[src/rtl/btn_debouncer_pkg.sv]
// Shared defaults and counter sizing for the push-button conditioner.
package btn_debouncer_pkg;

    localparam int unsigned DEFAULT_DEBOUNCE      = 8;
    localparam int unsigned DEFAULT_REPEAT_DELAY  = 32;
    localparam int unsigned DEFAULT_REPEAT_PERIOD = 16;

    // Bits needed to hold values 0..max_count; never narrower than one bit.
    function automatic int unsigned cnt_width(input int unsigned max_count);
        return (max_count < 1) ? 1 : $clog2(max_count + 1);
    endfunction

    function automatic int unsigned max_of(input int unsigned a, input int unsigned b);
        return (a > b) ? a : b;
    endfunction

endpackage

[src/rtl/btn_debounce_channel.sv]
// One button channel: 2-flop synchroniser, stable-count filter, press/release strobes.
// Auto-repeat counter is built only when BTN_AUTOREPEAT_EN is defined.
module btn_debounce_channel
    import btn_debouncer_pkg::*;
#(
    parameter int unsigned DEBOUNCE = DEFAULT_DEBOUNCE
`ifdef BTN_AUTOREPEAT_EN
    ,
    parameter int unsigned REPEAT_DELAY  = DEFAULT_REPEAT_DELAY,
    parameter int unsigned REPEAT_PERIOD = DEFAULT_REPEAT_PERIOD
`endif
) (
    input  logic clk,
    input  logic rst_n,
    input  logic btn_raw,
    output logic level,
    output logic press_pulse,
    output logic release_pulse,
    output logic repeat_pulse
);

    localparam int unsigned CW = cnt_width(DEBOUNCE);

    logic          sync1;
    logic          sync2;
    logic [CW-1:0] cnt;
    logic          differ;
    logic          flip;

    assign differ = (sync2 != level);
    assign flip   = differ && (cnt == CW'(DEBOUNCE - 1));

    always_ff @(posedge clk) begin
        if (!rst_n) begin
            sync1         <= 1'b0;
            sync2         <= 1'b0;
            cnt           <= '0;
            level         <= 1'b0;
            press_pulse   <= 1'b0;
            release_pulse <= 1'b0;
        end else begin
            sync1         <= btn_raw;
            sync2         <= sync1;
            press_pulse   <= flip && !level;
            release_pulse <= flip && level;
            if (!differ || flip) begin
                cnt <= '0;
            end else begin
                cnt <= cnt + CW'(1);
            end
            if (flip) begin
                level <= ~level;
            end
        end
    end

`ifdef BTN_AUTOREPEAT_EN
    localparam int unsigned RW = cnt_width(max_of(REPEAT_DELAY, REPEAT_PERIOD));

    logic [RW-1:0] rc;

    // A level change takes priority so repeat never coincides with press/release.
    always_ff @(posedge clk) begin
        if (!rst_n) begin
            rc           <= '0;
            repeat_pulse <= 1'b0;
        end else begin
            repeat_pulse <= 1'b0;
            if (flip) begin
                rc <= level ? '0 : RW'(REPEAT_DELAY);
            end else if (!level) begin
                rc <= '0;
            end else if (rc == RW'(1)) begin
                repeat_pulse <= 1'b1;
                rc           <= RW'(REPEAT_PERIOD);
            end else if (rc != '0) begin
                rc <= rc - RW'(1);
            end
        end
    end
`else
    assign repeat_pulse = 1'b0;
`endif

endmodule

[src/rtl/btn_debouncer.sv]
// Multi-channel push-button conditioner; one independent channel per button.
// Define BTN_AUTOREPEAT_EN to build the auto-repeat strobes.
module btn_debouncer
    import btn_debouncer_pkg::*;
#(
    parameter int unsigned CHANNELS      = 2,
    parameter int unsigned DEBOUNCE      = DEFAULT_DEBOUNCE,
    parameter int unsigned REPEAT_DELAY  = DEFAULT_REPEAT_DELAY,
    parameter int unsigned REPEAT_PERIOD = DEFAULT_REPEAT_PERIOD
) (
    input  logic                clk,
    input  logic                rst_n,
    input  logic [CHANNELS-1:0] btn_i,
    output logic [CHANNELS-1:0] btn_o,
    output logic [CHANNELS-1:0] press_o,
    output logic [CHANNELS-1:0] release_o,
    output logic [CHANNELS-1:0] repeat_o
);

    if (CHANNELS < 1) begin : g_bad_channels
        $error("btn_debouncer: CHANNELS must be at least 1");
    end
    if (DEBOUNCE < 1) begin : g_bad_debounce
        $error("btn_debouncer: DEBOUNCE must be at least 1");
    end

`ifdef BTN_AUTOREPEAT_EN
    if (REPEAT_DELAY < 1) begin : g_bad_delay
        $error("btn_debouncer: REPEAT_DELAY must be at least 1");
    end
    if (REPEAT_PERIOD < 1) begin : g_bad_period
        $error("btn_debouncer: REPEAT_PERIOD must be at least 1");
    end
`else
    // Repeat timing has no effect in this build.
    logic unused_repeat_cfg;
    assign unused_repeat_cfg = ^{REPEAT_DELAY, REPEAT_PERIOD};
`endif

    for (genvar i = 0; i < CHANNELS; i++) begin : g_ch
        btn_debounce_channel #(
            .DEBOUNCE      (DEBOUNCE)
`ifdef BTN_AUTOREPEAT_EN
            ,
            .REPEAT_DELAY  (REPEAT_DELAY),
            .REPEAT_PERIOD (REPEAT_PERIOD)
`endif
        ) u_ch (
            .clk           (clk),
            .rst_n         (rst_n),
            .btn_raw       (btn_i[i]),
            .level         (btn_o[i]),
            .press_pulse   (press_o[i]),
            .release_pulse (release_o[i]),
            .repeat_pulse  (repeat_o[i])
        );
    end

endmodule

[config.mk]
export PLATFORM = sky130hd
export DESIGN_NAME = btn_debouncer
export DESIGN_NICKNAME = d
export VERILOG_FILES = /design/src/rtl/btn_debouncer_pkg.sv /design/src/rtl/btn_debounce_channel.sv /design/src/rtl/btn_debouncer.sv
export SDC_FILE = /design/constraint.sdc
export NUM_CORES = 1
export LEC_CHECK = 0
export CAP_MARGIN = 20
export CORE_MARGIN = 2
export CORE_UTILIZATION = 48
export DETAILED_ROUTE_END_ITERATION = 16
export HOLD_SLACK_MARGIN = 0.03
export PLACE_DENSITY = 0.72
export REMOVE_ABC_BUFFERS = 1
export SYNTH_ARGS = -nofsm -noshare
export SYNTH_HDL_FRONTEND = slang
export SYNTH_SLANG_ARGS = --single-unit
[constraint.sdc]
create_clock -name clk -period 1.1 [get_ports clk]
set_input_delay 0.11 -clock clk [delete_from_list [all_inputs] [get_ports clk]]
set_output_delay 0.11 -clock clk [all_outputs]
set_load 0.02 [all_outputs]
==> results of run 1 <==
through the flow:
stage          TNS, ns  worst slack (ns)
6_report             0            0.0421
5_1_grt        -0.0293           -0.0186
4_1_cts              0            0.0117
3_5_place_dp    -0.764            -0.130
3_3_place_gp    -0.572           -0.0968
2_1_floorplan        0             0.116
kinds of logic (layout without fill, tap and decap cells):
group | count (synthesis) | count (layout) | share of synthesized area, %
AND/OR/NAND/NOR | 26 | 26 | 22.6
flip-flops | 18 | 18 | 52.2
buffers and inverters | 11 | 17 | 10.5
XOR/XNOR | 6 | 6 | 7.61
adder cells (fa/ha/maj) | 2 | 2 | 3.62
multiplexers | 2 | 2 | 2.90
other | 1 | 2 | 0.543
worst min path at each step:
stage / startpoint / endpoint / slack [ns] / cells past startpoint
after CTS: btn_i[1] / g_ch[1].u_ch.sync1$_SDFF_PN0_ / 0.39 / 2
after global routing: btn_i[1] / g_ch[1].u_ch.sync1$_SDFF_PN0_ / 0.40 / 2
final: btn_i[1] / g_ch[1].u_ch.sync1$_SDFF_PN0_ / 0.39 / 2
after global placement: g_ch[0].u_ch.sync1$_SDFF_PN0_ / g_ch[0].u_ch.sync2$_SDFF_PN0_ / 0.41 / 1
after floorplan: rst_n / g_ch[0].u_ch.sync1$_SDFF_PN0_ / 0.23 / 1
after detailed placement: g_ch[1].u_ch.sync1$_SDFF_PN0_ / g_ch[1].u_ch.sync2$_SDFF_PN0_ / 0.42 / 1
report_power, final:
part | internal (mW) | switching [mW] | leakage, nW
clock network | 0.201 | 0.193 | 0.0210
registers | 0.661 | 0.00592 | 0.146
logic | 0.0183 | 0.0184 | 0.190
total | 0.880 | 0.217 | 0.357
registers in the layout (all words and copies together), names as in the netlist:
name	count
g_ch.u_ch.release_pulse	2
g_ch.u_ch.level	2
g_ch.u_ch.sync2	2
g_ch.u_ch.press_pulse	2
g_ch.u_ch.cnt	8
g_ch.u_ch.sync1	2
synth_stat cells:
cell type / n
dfxtp_1: 18
buf_4: 8
nor2_1: 6
xor2_1: 6
and2_1: 4
nand3_1: 4
nor3b_1: 4
ha_1: 2
inv_1: 2
mux2i_1: 2
nand3b_1: 2
nand4b_1: 2
nor2b_1: 2
and3_1: 1
and3_2: 1
buf_2: 1
conb_1: 1
routing by layer:
layer | vias to the layer above | GRT usage, %
li1 | 216 | -
met1 | 201 | 16.9
met2 | 10 | 18.8
met3 | 2 | 3.91
met4 | 0 | 7.74
met5 | - | 0
area by class of cell:
type | count | area [um2] | share of cell area [%]
clock buffer | 4 | 36.3 | 4.48
inverter | 2 | 7.51 | 0.927
multi-input combinational | 38 | 289 | 35.7
sequential | 18 | 362 | 44.7
tap | 15 | 18.8 | 2.32
timing repair buffer | 11 | 96.3 | 11.9
worst max-delay path: stages, from the launching register on:
cell and delay, ns:
dfxtp_1 0.37, ha_2 0.21, nand3b_1 0.15, mux2i_1 0.17
nor2b_1 0.06
==> key figures, run 1 <==
Worst setup path
  • CP required: 1.29 ns
  • Crit path launch type: flop
  • Reg2reg end: g_ch[1].u_ch.level$_SDFFE_PN0P_
  • R2r setup slk: 0.04 ns
  • Crit. Startpoint: g_ch[1].u_ch.cnt[0]$_SDFF_PP0_
  • Worst Reg2Reg Path Length in Cells: 4
  • CP arrival: 1.25 ns
  • WS Path Type: reg -> reg
  • CP endpoint kind: flop
  • Worst setup path endpoint: g_ch[1].u_ch.level$_SDFFE_PN0P_
  • Worst flop-to-flop path startpoint: g_ch[1].u_ch.cnt[0]$_SDFF_PP0_
  • Worst Path Max Fanout: 3

Finish
  • Final nets: 80
  • Design area: 810 um2
  • Most common cell after layout, fill and taps aside: dfxtp_1
  • Antenna cells: 0
  • Most frequent cells in the layout: 17 x dfxtp_1, 5 x xor2_1, 4 x nor2_1, 4 x and2_1, 4 x nor3b_1
  • Area delta synth->final: 17.2%
  • Cell Count, Final, Fillers Out: 88
  • Final Util: 61.4%
  • # fillers: 119
  • Layout cell share with drive strength beyond 1: 21.9%

Floorplan
  • # IOs: 12
  • Site row count: 13
  • Core ar.: 1320 um2
  • DIE WIDTH: 41.9 um
  • Initial Util: 52.4%
  • Die Y-Extent: 41.9 um
  • Die area: 1760 um2

Placed design
  • Post-placement cell count: 84
  • HPWL Detailed: 655 um
  • I/O Buffers: 9
  • Placed cell areas: 753 um2
  • Routability cong.: 0.737

Yosys
  • Mapped Cells: 66
  • Sequential share of the synthesized area: 52.2%
  • Synth Warn #: 0
  • Yosys top cell area share: 52.2%
  • Synth area leaders: dfxtp_1 52%, buf_4 8.7%, xor2_1 7.6%, nor3b_1 4.3%, and2_1 3.6%
  • Biggest area consumer among synthesized cells: dfxtp_1
  • Mapped Area: 691 um2
  • Syn_area_per_cell: 10.5 um2
  • Register bit total from synthesis: 18
  • Yosys cell types: 17

Run status
  • Status: completed

STA
  • Achievable Freq: 945 MHz
  • Hold Vio Cnt, Final: 0
  • Tmin final: 1.06 ns
  • Worst Clk Skew: 0.000937 ns
  • Setup Viol. Count Final: 0
  • Final Max Tran Viols: 0
  • Final hold slack: 0.395 ns
  • Final critical-path share of the clock period: 96.2%

Pwr
  • P per Cell Area: 1360 nW/um2
  • Peak supply drop: 0.894 mV
  • Leak: 0.357 nW
  • Tot Pwr: 1.10 mW

GRT
  • Largest net degree at the start of global routing: 13
  • Gr usage total: 13.0%
  • Initial antenna violation count: 0
  • Vias in the first global route: 428
  • Total global routing overflow: 0
  • Global-route wire length before repair: 1720 um

Clocking
  • CTS Hold Buffers Added: 0
  • Clk buf depth: 2
  • TritonCTS buffer count: 3
  • Worst-path clk slew: 0.10 ns
  • Setup bufs post-CTS: 0
  • H-tree depth: 1
  • Root Buffer: clkbuf_4
  • Clk_lat worst skew: 0.28 ns
  • Clk sink count: 18
  • PostCTS Resize Cnt: 6
  • CTS tree: yes

Routing
  • Routed met1 length: 442 um
  • Total number of vias: 429
  • # DRC: 0
  • Wire length on met2: 428 um
  • Iter 0 DRT Violations: 3
  • Total length of routed wires: 928 um
  • Routed wl met3: 42 um
  • Top Layer Used: met4
  • Via-per-instance ratio: 4.88
  • Final ANT Viol Nets: 0
  • Drt pass-1 iters: 2
  • Routed len/inst: 10.5 um

Flow run
  • Maxcap violations: 0

Hold path
  • Worst min path class: in -> reg
(Power assumes the default switching activity.)
==> run 2, diff against run 1 <==
--- a/config.mk
+++ b/config.mk
@@ -6,11 +6,11 @@
 export NUM_CORES = 1
 export LEC_CHECK = 0
 export CAP_MARGIN = 20
-export CORE_MARGIN = 2
-export CORE_UTILIZATION = 48
+export CORE_MARGIN = 4
+export CORE_UTILIZATION = 30
 export DETAILED_ROUTE_END_ITERATION = 16
 export HOLD_SLACK_MARGIN = 0.03
-export PLACE_DENSITY = 0.72
+export PLACE_DENSITY = 0.48
 export REMOVE_ABC_BUFFERS = 1
 export SYNTH_ARGS = -nofsm -noshare
 export SYNTH_HDL_FRONTEND = slang
==> run 2 against run 1 <==
Total power is 7.2% lower. Routed wire length is 8.7% higher. First-iteration DRC count is 67% higher. Sequential share of layout area is 0.64 points higher. Final area is 1.1% lower. Clock skew is 0.00056 ns lower. Largest power group unchanged. Cell count is 14% higher. Critical path type is now reg -> out. Critical endpoint is now press_o[1]. Setup slack better by 0.016 ns. Sequential power hardly changed.
==> key figures, run 2 (synthesis results as in run 1) <==
Run status
  • Status: completed (unchanged)

Worst setup path
  • Cell family with most CP delay: buffers and inverters (was flip-flops)
  • Crit. Startpoint: g_ch[1].u_ch.press_pulse$_SDFF_PN0_ (was g_ch[1].u_ch.cnt[0]$_SDFF_PP0_)
  • CP endpoint kind: output port (was flop)
  • R2r setup slk: 0.06 ns (was 0.04 ns)
  • CP required: 0.99 ns (was 1.29 ns)
  • WS Path Type: reg -> out (was reg -> reg)
  • CP max stage cell: dlygate4sd2_1 (was dfxtp_1)
  • Worst path cell trace: dlygate4sd2_1 (was ha_2 > nand3b_1 > mux2i_1 > nor2b_1)
  • Crit path buf inv count: 1 (was 0)
  • Worst flop-to-flop path startpoint: g_ch[0].u_ch.cnt[0]$_SDFF_PP0_ (was g_ch[1].u_ch.cnt[0]$_SDFF_PP0_)
  • Worst Reg2Reg Path Length in Cells: 4 (unchanged)
  • Max incr delay on CP: 0.33 ns (was 0.37 ns)
  • CP arrival: 0.93 ns (was 1.25 ns)
  • Reg2reg end: g_ch[0].u_ch.level$_SDFFE_PN0P_ (was g_ch[1].u_ch.level$_SDFFE_PN0P_)
  • Crit path launch type: flop (unchanged)
  • Worst Path Max Fanout: 1 (was 3)

STA
  • Final WS setup: 0.0582 ns (was 0.0421 ns)
  • Tmin final: 1.04 ns (was 1.06 ns)
  • Hold Vio Cnt, Final: 0 (unchanged)
  • Setup Viol. Count Final: 0 (unchanged)
  • Worst Clk Skew: 0.000374 ns (was 0.000937 ns)
  • Final critical-path share of the clock period: 94.7% (was 96.2%)
  • Final hold slack: 0.395 ns (about the same)
  • Achievable Freq: 960 MHz (was 945 MHz)
  • Final Max Tran Viols: 0 (unchanged)

Finish
  • Area delta synth->final: 15.9% (was 17.2%)
  • Area occupied by multi-input gates: 282 um2 (was 289 um2)
  • Most common cell after layout, fill and taps aside: dfxtp_1 (unchanged)
  • # fillers: 234 (was 119)
  • Design area: 801 um2 (was 810 um2)
  • Layout cell share with drive strength beyond 1: 18.1% (was 21.9%)
  • Cell Count, Final, Fillers Out: 100 (was 88)
  • Reg with most FFs: g_ch.u_ch.cnt (unchanged)
  • Antenna cells: 0 (unchanged)
  • Final nets: 80 (unchanged)
  • Max reg flops: 8 (unchanged)
  • Register Area: 363 um2 (was 362 um2)
  • Most frequent cells in the layout: 16 x dfxtp_1, 6 x xor2_1, 6 x nor2_1 (was 17 x dfxtp_1, 5 x xor2_1, 4 x nor2_1, 4 x and2_1, 4 x nor3b_1)

Floorplan
  • Initial Util: 31.2% (was 52.4%)
  • Die Y-Extent: 56.0 um (was 41.9 um)
  • # IOs: 12 (unchanged)
  • Die area: 3130 um2 (was 1760 um2)
  • Site row count: 17 (was 13)
  • Core ar.: 2210 um2 (was 1320 um2)
  • DIE WIDTH: 56.0 um (was 41.9 um)

Pwr
  • Leak: 0.351 nW (was 0.357 nW)
  • Tot Pwr: 1.02 mW (was 1.10 mW)
  • P per Cell Area: 1270 nW/um2 (was 1360 nW/um2)
  • Peak supply drop: 0.567 mV (was 0.894 mV)

Routing
  • Total length of routed wires: 1010 um (was 928 um)
  • Routed len/inst: 10.1 um (was 10.5 um)
  • Drt pass-1 iters: 2 (unchanged)
  • Iter 0 DRT Violations: 5 (was 3)
  • # DRC: 0 (unchanged)
  • Total number of vias: 423 (was 429)
  • Final ANT Viol Nets: 0 (unchanged)
  • Via-per-instance ratio: 4.23 (was 4.88)

Clocking
  • Root Buffer: clkbuf_4 (unchanged)
  • CTS Hold Buffers Added: 0 (unchanged)
  • Clk sink count: 18 (unchanged)
  • H-tree depth: 1 (unchanged)
  • Worst-path clk slew: 0.09 ns (was 0.10 ns)
  • CTS tree: yes (unchanged)
  • Clk buf depth: 2 (unchanged)
  • Clk_lat worst skew: 0.28 ns (about the same)
  • Setup bufs post-CTS: 0 (unchanged)
  • TritonCTS buffer count: 3 (unchanged)

Hold path
  • Worst min path class: in -> reg (unchanged)
  • Hold Crit Start: btn_i[1] (unchanged)
  • Worst Hold Depth: 2 (unchanged)
  • Hold path endpoint: g_ch[1].u_ch.sync1$_SDFF_PN0_ (unchanged)

Flow run
  • Maxcap violations: 0 (unchanged)

GRT
  • Total global routing overflow: 0 (unchanged)
  • Global-route wire length before repair: 1640 um (was 1720 um)
  • Vias in the first global route: 389 (was 428)
  • Initial antenna violation count: 0 (unchanged)
  • Largest net degree at the start of global routing: 13 (unchanged)
  • Gr usage total: 6.98% (was 13.0%)

Placed design
  • Setup WS pre-CTS: -0.154 ns (was -0.130 ns)
  • Post-placement cell count: 97 (was 84)
  • Placed cell areas: 769 um2 (was 753 um2)
  • HPWL Detailed: 671 um (was 655 um)
  • Routability cong.: 0.675 (was 0.737)
  • I/O Buffers: 9 (unchanged)
run 2: worst max path at each step:
stage,to,depth (start not counted),slack [ns]
6_report,press_o[1],1,0.06
5_1_grt,g_ch[0].u_ch.level$_SDFFE_PN0P_,4,-0.007
3_3_place_gp,g_ch[1].u_ch.press_pulse$_SDFF_PN0_,3,-0.15
2_1_floorplan,g_ch[1].u_ch.level$_SDFFE_PN0P_,4,0.12
3_5_place_dp,g_ch[0].u_ch.press_pulse$_SDFF_PN0_,3,-0.15
4_1_cts,btn_o[1],1,0.01
run 2: through the flow:
step	utilization, %	TNS (ns)
floorplan	-	0
finish	36.2	0
detailed placement	34.8	-1.09
CTS	35.5	0
global placement	34.8	-0.858
global route	36.2	-0.0129
run 2: layer usage:
layer / vias to the layer above / global-route usage, % / part of all wire [%]
met2: 10 / 9.02 / 42
li1: 219 / - / -
met4: 0 / 6.10 / 3.4
met1: 189 / 8.57 / 48
met5: - / 0 / 0
met3: 5 / 3.02 / 5.7
run 2: power breakdown:
part,leakage [nW],internal (mW),switching (mW)
registers,0.147,0.660,0.00624
clock network,0.0138,0.127,0.188
logic,0.190,0.0181,0.0183
total,0.351,0.806,0.212
run 2: area by class of cell:
| cell class | count | area share, % |
|---|---|---|
| Inverter | 2 | 0.938 |
| Clock buffer | 3 | 2.81 |
| Tap cell | 28 | 4.38 |
| Sequential cell | 18 | 45.3 |
| Timing Repair Buffer | 11 | 11.4 |
| Multi-Input combinational cell | 38 | 35.2 |
run 2: repair_timing:
item	4_1_cts	5_1_grt
endpoints found under the setup margin	6	11
pin swaps	0	1
resized for setup	7	10
==> run 3, diff against run 2 <==
--- a/config.mk
+++ b/config.mk
@@ -12,6 +12,7 @@
 export HOLD_SLACK_MARGIN = 0.03
 export PLACE_DENSITY = 0.48
 export REMOVE_ABC_BUFFERS = 1
+export SLEW_MARGIN = 20
 export SYNTH_ARGS = -nofsm -noshare
 export SYNTH_HDL_FRONTEND = slang
 export SYNTH_SLANG_ARGS = --single-unit
==> results of run 3 <==
No change in the layout: final DEF, timing and power equal those of run 2.
